**src/rtl/corescore_pkg.sv**
```systemverilog
// Shared arbitration definitions for the corescore stream blocks.
package corescore_pkg;

  localparam logic ARB_IDLE = 1'b0;
  localparam logic ARB_BUSY = 1'b1;

  typedef enum logic {
    ST_IDLE = ARB_IDLE,
    ST_BUSY = ARB_BUSY
  } arb_state_e;

  // Bits needed to hold an index in 0..value-1; legal for value >= 2.
  function automatic int clog2_f(input int value);
    int result;
    result = 0;
    for (int i = 0; i < 31; i++) begin
      if ((32'sd1 <<< i) < value) begin
        result = i + 1;
      end else begin
        result = result;
      end
    end
    return result;
  endfunction

endpackage

```
**src/rtl/corescore_rr_pick.sv**
```systemverilog
// Combinational round-robin picker: first request at or after the pointer, with wrap.
module corescore_rr_pick
  import corescore_pkg::*;
#(
  parameter int NUM_IN = 4,
  parameter int PTR_W  = 2
) (
  input  logic [NUM_IN-1:0] i_req,
  input  logic [PTR_W-1:0]  i_ptr,
  output logic [PTR_W-1:0]  o_idx,
  output logic              o_found
);

  localparam logic [PTR_W-1:0] LAST_IDX = PTR_W'(NUM_IN - 1);
  localparam logic [PTR_W-1:0] PTR_ONE  = PTR_W'(1);

  logic [PTR_W-1:0] cand_s;

  // Walk ptr, ptr+1, ... NUM_IN-1, 0, ... and latch the first requester seen.
  always_comb begin
    o_idx   = '0;
    o_found = 1'b0;
    cand_s  = i_ptr;
    for (int i = 0; i < NUM_IN; i++) begin
      if (!o_found && i_req[cand_s]) begin
        o_found = 1'b1;
        o_idx   = cand_s;
      end else begin
        o_found = o_found;
      end
      if (cand_s == LAST_IDX) begin
        cand_s = '0;
      end else begin
        cand_s = cand_s + PTR_ONE;
      end
    end
  end

endmodule

```
**src/rtl/corescore_stream_arbiter.sv**
```systemverilog
// Packet-locked round-robin arbiter sharing one byte stream sink between NUM_IN sources,
// with a single registered output stage.
module corescore_stream_arbiter
  import corescore_pkg::*;
#(
  parameter int NUM_IN = 4
) (
  input  logic                  i_clk,
  input  logic                  i_rst_n,
  input  logic [8*NUM_IN-1:0]   i_tdata,
  input  logic [NUM_IN-1:0]     i_tlast,
  input  logic [NUM_IN-1:0]     i_tvalid,
  output logic [NUM_IN-1:0]     o_tready,
  output logic [7:0]            o_tdata,
  output logic                  o_tlast,
  output logic                  o_tvalid,
  input  logic                  i_tready,
  output logic [NUM_IN-1:0]     o_grant,
  output logic                  o_busy
);

  localparam int               PTR_W    = clog2_f(NUM_IN);
  localparam logic [PTR_W-1:0] LAST_IDX = PTR_W'(NUM_IN - 1);
  localparam logic [PTR_W-1:0] PTR_ONE  = PTR_W'(1);

  arb_state_e       state_q, state_d;
  logic [PTR_W-1:0] ptr_q, ptr_d;
  logic [PTR_W-1:0] own_q, own_d;
  logic             out_valid_q, out_valid_d;
  logic             out_last_q, out_last_d;
  logic [7:0]       out_data_q, out_data_d;

  logic [PTR_W-1:0]  pick_idx_s;
  logic              pick_found_s;
  logic              load_s;
  logic              accept_s;
  logic              own_valid_s;
  logic              own_last_s;
  logic [7:0]        own_data_s;
  logic [NUM_IN-1:0] grant_s;
  logic [NUM_IN-1:0] tready_s;

  corescore_rr_pick #(
    .NUM_IN (NUM_IN),
    .PTR_W  (PTR_W)
  ) u_pick (
    .i_req   (i_tvalid),
    .i_ptr   (ptr_q),
    .o_idx   (pick_idx_s),
    .o_found (pick_found_s)
  );

  assign own_valid_s = i_tvalid[own_q];
  assign own_last_s  = i_tlast[own_q];
  assign own_data_s  = i_tdata[{own_q, 3'b000} +: 8];

  // The output register can take a new byte when empty or being drained this cycle.
  assign load_s   = !out_valid_q || i_tready;
  assign accept_s = (state_q == ST_BUSY) && own_valid_s && load_s;

  // Owner decode: only the locked source ever sees grant or ready.
  always_comb begin
    grant_s  = '0;
    tready_s = '0;
    if (state_q == ST_BUSY) begin
      grant_s[own_q]  = 1'b1;
      tready_s[own_q] = load_s;
    end else begin
      grant_s  = '0;
      tready_s = '0;
    end
  end

  // Arbitration FSM: lock on a pick, release and advance ptr on the accepted tlast.
  always_comb begin
    state_d = state_q;
    ptr_d   = ptr_q;
    own_d   = own_q;
    case (state_q)
      ST_IDLE: begin
        if (pick_found_s) begin
          state_d = ST_BUSY;
          own_d   = pick_idx_s;
        end else begin
          state_d = ST_IDLE;
        end
      end
      ST_BUSY: begin
        if (accept_s && own_last_s) begin
          state_d = ST_IDLE;
          ptr_d   = (own_q == LAST_IDX) ? '0 : own_q + PTR_ONE;
        end else begin
          state_d = ST_BUSY;
        end
      end
      default: begin
        state_d = ST_IDLE;
        ptr_d   = '0;
        own_d   = '0;
      end
    endcase
  end

  // Output stage: capture accepted beats, drop valid once drained, else hold.
  always_comb begin
    out_valid_d = out_valid_q;
    out_data_d  = out_data_q;
    out_last_d  = out_last_q;
    if (accept_s) begin
      out_valid_d = 1'b1;
      out_data_d  = own_data_s;
      out_last_d  = own_last_s;
    end else if (load_s) begin
      out_valid_d = 1'b0;
    end else begin
      out_valid_d = out_valid_q;
    end
  end

  // State and output registers.
  always_ff @(posedge i_clk or negedge i_rst_n) begin
    if (!i_rst_n) begin
      state_q     <= ST_IDLE;
      ptr_q       <= '0;
      own_q       <= '0;
      out_valid_q <= 1'b0;
      out_data_q  <= 8'h00;
      out_last_q  <= 1'b0;
    end else begin
      state_q     <= state_d;
      ptr_q       <= ptr_d;
      own_q       <= own_d;
      out_valid_q <= out_valid_d;
      out_data_q  <= out_data_d;
      out_last_q  <= out_last_d;
    end
  end

  assign o_tready = tready_s;
  assign o_grant  = grant_s;
  assign o_busy   = (state_q == ST_BUSY);
  assign o_tvalid = out_valid_q;
  assign o_tdata  = out_data_q;
  assign o_tlast  = out_last_q;

endmodule

```
**config.mk**
```make
export PLATFORM = sky130hd
export DESIGN_NAME = corescore_stream_arbiter
export DESIGN_NICKNAME = d
export VERILOG_FILES = /design/src/rtl/corescore_pkg.sv /design/src/rtl/corescore_rr_pick.sv /design/src/rtl/corescore_stream_arbiter.sv
export SDC_FILE = /design/constraint.sdc
export NUM_CORES = 1
export LEC_CHECK = 0
export ABC_AREA = 0
export CAP_MARGIN = 20
export CORE_MARGIN = 2
export CORE_UTILIZATION = 44
export CTS_CLUSTER_SIZE = 10
export DETAILED_ROUTE_END_ITERATION = 16
export GPL_TIMING_DRIVEN = 0
export HOLD_SLACK_MARGIN = 0.03
export PLACE_DENSITY = 0.93
export REMOVE_ABC_BUFFERS = 1
export SYNTH_ARGS = -nofsm -noshare
export SYNTH_HDL_FRONTEND = slang
export SYNTH_SLANG_ARGS = --single-unit
```
**constraint.sdc**
```tcl
create_clock -name i_clk -period 5.09 [get_ports i_clk]
set_clock_uncertainty 0.1 [all_clocks]
set_input_delay 1.527 -clock i_clk [delete_from_list [all_inputs] [get_ports i_clk]]
set_output_delay 1.527 -clock i_clk [all_outputs]
set_load 0.005 [all_outputs]
```
# Word level (Yosys, flattened, before mapping)
# Cells that the tools add are included.
[word_totals] reg_bits=15 latchBits=0 mem_bits_rw=0 rom_bits=0 in_bits=43 output_inout_bits=19 elab_cells=71 n_memories=0
[classes] addsub=4 n_mul=0 n_div=0 magnitude_cmp=6 eq_ne=4 shift=1 n_mux=33 bitwise=2 reduce_logical=15
[ops] operator="$shiftx 32x6->8" n=1
[ops] operator="$mux 2" n=8
[ops] operator="$lt 2x3->1 const B" n=5
[ops] operator="$mux 1" n=15
[ops] operator="$bmux 1 s2" n=6
[ops] operator="$add 2x1->2 const B" n=4
[ops] operator="$eq 2x2->1 const B" n=4
[ops] operator="$mux 4" n=2
[ops] operator="$logic_and 1x1->1" n=7
[ops] operator="$and 4x4->4" n=1
[ops] operator="$logic_not 1->1" n=4
[ops] operator="$reduce_and 2->1" n=2
[ops] operator="$demux 1 s2" n=1
[ops] operator="$ge 2x1->1 const B" n=1
[ops] operator="$pmux 1 s2" n=1
[ops] operator="$reduce_bool 2->1" n=1
[ops] operator="$logic_or 1x1->1" n=1
[ops] operator="$not 1->1" n=1

# Depth between registers and ports, before layout
[logic_depth] depth_word=14 depth_mapped=7 depth_no_buf=6

# Hierarchy
# Synthesis repeated with hierarchy kept, for this count alone.
[hier_totals] cells_unflattened=106 hier_area_um2=1272.5
[modules_own_cells] module="corescore_stream_arbiter" instances=1 cells_per_inst=65 area_per_inst_um2=987.2
[modules_own_cells] module="corescore_rr_pick" instances=1 cells_per_inst=41 area_per_inst_um2=285.3

# Least setup slack after synthesis
# Ideal clock, no wire load.
[synth_path] path_type="input to output" startpoint="in i_tready" endpoint="out o_tready[0]" arrival_ps=1836 path_slack_ps=1627 path_stages=2 cell_sequence="nor2b_1 > nor2b_1"
[synth_between] elab_chain_cells=3
[synth_lines] element="start, declared" line_no="corescore_stream_arbiter.sv:17" rtl="input logic i_tready,"
[synth_lines] element="$logic_or 1x1->1" line_no="corescore_stream_arbiter.sv:58" rtl="assign load_s = !out_valid_q || i_tready;"
[synth_lines] element="$and 4x4->4 (no line)"
[synth_lines] element="$mux 4" line_no="corescore_stream_arbiter.sv:65" rtl="if (state_q == ST_BUSY) begin"
[synth_lines] element="end, declared" line_no="corescore_stream_arbiter.sv:13" rtl="output logic [NUM_IN-1:0] o_tready,"
# No other way between the ends.

# Worst setup path in the final report
[layout_path] startpoint="in i_tready" endpoint="out o_tready[2]"
# Same word-level chain as after synthesis.

==> impl_metrics.toml <==
[outcome]
status = "complete, no violations"

[sta]
tightest_slew_ns = 0.765
max-slew-margin-rel_pct = 49.0
hold_viol = 0
finalCriticalPeriod_ns = 4.42
rsz0062_at_grt = "false"
maxSlewViolCount = 0
setup_tns_ns = 0
setup_slack_ns = 0.672
post-route-period-util_pct = 86.8
setup_viol = 0
fmax_ghz = 0.226

[floorplanning]
coreArea_um2 = 2780
die_area_um2 = 3380
start_util_pct = 46.4
dieWidth_um = 58.1
ios = 62
die_y_um = 58.1
placementRows = 19

[layout]
insertedDiodeCount = 0
drive_gt1_share_pct = 10.1
fillers = 193
layout.nets = 217
layout-area-overhead-vs-synth_pct = 47.5

[logic_synthesis]
async_flop_share_pct = 100
synthCells = 111
synth-main-ff-cell = "dfrtp_1"
synth_edf_count = 0
yosys_warnings = 0
ys_ff_latch = 15
ys_types = 39
syn-cell-area_um2 = 1290
syn_avg_cell_area_um2 = 11.6
synth_seq_area_share_pct = 29.1

[grt]
grt_pass1_vias = 1128
gr-total-overflow = 0
antenna_found_initial = 0
grt_max_degree = 16
grt_pass1_wl_um = 5260
grtUsageTotal_pct = 20.3

[worst_hold_path]
hold_start = "o_tdata[4]$_DFFE_PN0P_"
worstHoldPathType = "reg2reg"

[setup_path]
worstPathCellList = "clkdlybuf4s50_1 > nor2b_1 > nor2b_1 > clkdlybuf4s50_1"
critPathRequiredTime_ns = 3.46
cp-start-kind = "input pin"
path_class = "in2out"
r2r_start = "own_q[0]$_DFFE_PN0P_"
critPathMaxStageDelay_ns = 0.46
end_kind = "output port"
crit_path_start = "i_tready"
critPathMaxFanout = 6
arrival_ns = 2.79
slowest_stage = "clkdlybuf4s50_1"

[routing]
wl_um = 3330
drcViolationCount = 0
vias = 1146
via_per_inst = 5.76
first_pass_iters = 4
ant_nets = 0
drtIter0Drc = 20
routedWlPerCell_um = 16.7

[power]
ir_drop_mv = 0.405
p_leak_nw = 0.803
power_density_nw_per_um2 = 518
total_power_w = 0.000985

[clock_network]
cts_made_buffers = 3
clkLatencyLatePin_ns = 0.28
clockBufferDepth = 2
cts_tree = "built"
htreeDepth = 1
post_cts_buffers = 0
clock_sinks = 15
cts_resized = 0
cts_hold_buf = 0
clk_pin_slew_ns = 0.08
root_buffer = "clkbuf_4"

[place]
gp_congestion = 0.842
place_ws_ns = 0.651
dp_hpwl_um = 2640
port_buffers = 61

[job]
drv_cap = 0
per-layer routing:
| layer | up-vias | GRT usage [%] | wire (µm) |
|---|---|---|---|
| li1 | 538 | - | - |
| met1 | 555 | 24.1 | 1400 |
| met2 | 51 | 36.0 | 1590 |
| met3 | 2 | 5.36 | 336 |
| met4 | 0 | 5.32 | 4 |
| met5 | - | 0 | 0 |
cell usage after synthesis (2+ instances only):
cell type,number,area [µm²]
a221oi_1,2,17.5
o2111ai_1,2,17.5
nor2b_1,7,43.8
ha_1,5,62.6
clkbuf_1,2,7.51
mux2_4,2,30.0
a21oi_1,2,10.0
mux2i_1,4,40.0
buf_6,4,45.0
nand2_1,4,15.0
or2_1,2,12.5
a2bb2oi_1,2,17.5
nor3_1,2,10.0
mux4_2,8,180
and2_1,4,25.0
a31oi_1,2,12.5
mux4_1,3,78.8
nor2_1,5,18.8
dfrtp_1,15,375
mux2_1,8,90.1
inv_1,8,30.0
cell families after synthesis:
logic type | Yosys count | share of synthesized area, %
and+or+nand+nor | 31 | 14.0
muxes | 26 | 33.4
AOI/OAI and AO/OA | 18 | 11.4
buffers and inverters | 16 | 7.27
DFF | 15 | 29.1
adders and majority gates | 5 | 4.85
worst max-delay path: cells and delay by family:
kind          cells  cell delay (ns)
simple gates      2             0.41
buf+inv           2             0.86
sequential cells by signal, summed over array words and instances (netlist names):
name / flops
o_tdata: 8
own_q: 2
ptr_q: 2
o_busy: 1
o_tlast: 1
o_tvalid: 1
area by class of cell:
type / instances / area [µm²] / share of cell area [%]
Multi-Input combinational cell: 80 / 821 / 43.1
Sequential cell: 15 / 375 / 19.7
Timing Repair Buffer: 61 / 611 / 32.1
Inverter: 8 / 30.0 / 1.58
Tap cell: 31 / 38.8 / 2.04
Clock inverter: 1 / 5.00 / 0.263
Clock buffer: 3 / 22.5 / 1.18
cell usage in the layout, fill, tap and decap left out, types with 2 or more instances in the layout:
cell and n:
clkdlybuf4s50_1 61, a21oi_1 2, dfrtp_1 15, nand2_1 4
nor2b_1 7, o2111ai_1 2, mux2_1 8, nor2_1 5
mux2i_1 4, a2bb2oi_1 2, a31oi_1 2, mux4_1 3
clkbuf_4 3, nor3_1 2, and2_1 4, or2_1 2
mux4_2 8, ha_1 5, mux2_4 2, a221oi_1 2
inv_1 8
report_power, final:
part | internal [W] | switching, W | total [W]
sequential | 0.000180 | 0.0000971 | 0.000277
clock | 0.0000291 | 0.0000355 | 0.0000646
combinational | 0.000393 | 0.000250 | 0.000643
total | 0.000603 | 0.000382 | 0.000985
worst paths after layout:
path / end / slack, ns / cells past startpoint
max: o_tready[2] / 0.67 / 4
min: o_tdata[4]$_DFFE_PN0P_ / 0.40 / 1
max reg2reg: ptr_q[1]$_DFFE_PN0P_ / 2.36 / 5
min reg2reg: o_tdata[4]$_DFFE_PN0P_ / 0.40 / 1
max in group asynchronous: o_tdata[4]$_DFFE_PN0P_ / 2.95 / 1
min in group asynchronous: o_tvalid$_DFFE_PN0P_ / 1.54 / 1
metrics by stage:
step,area (µm²),std cells,utilization (%),hold slack [ns]
floorplan,1230,103,-,0.370
global placement,1880,195,67.4,0.365
detailed placement,1880,195,67.4,0.383
CTS,1900,199,68.4,0.403
global route,1900,199,68.4,0.413
finish,1900,199,68.4,0.396
No activity file was read; power rests on OpenSTA's default activity.
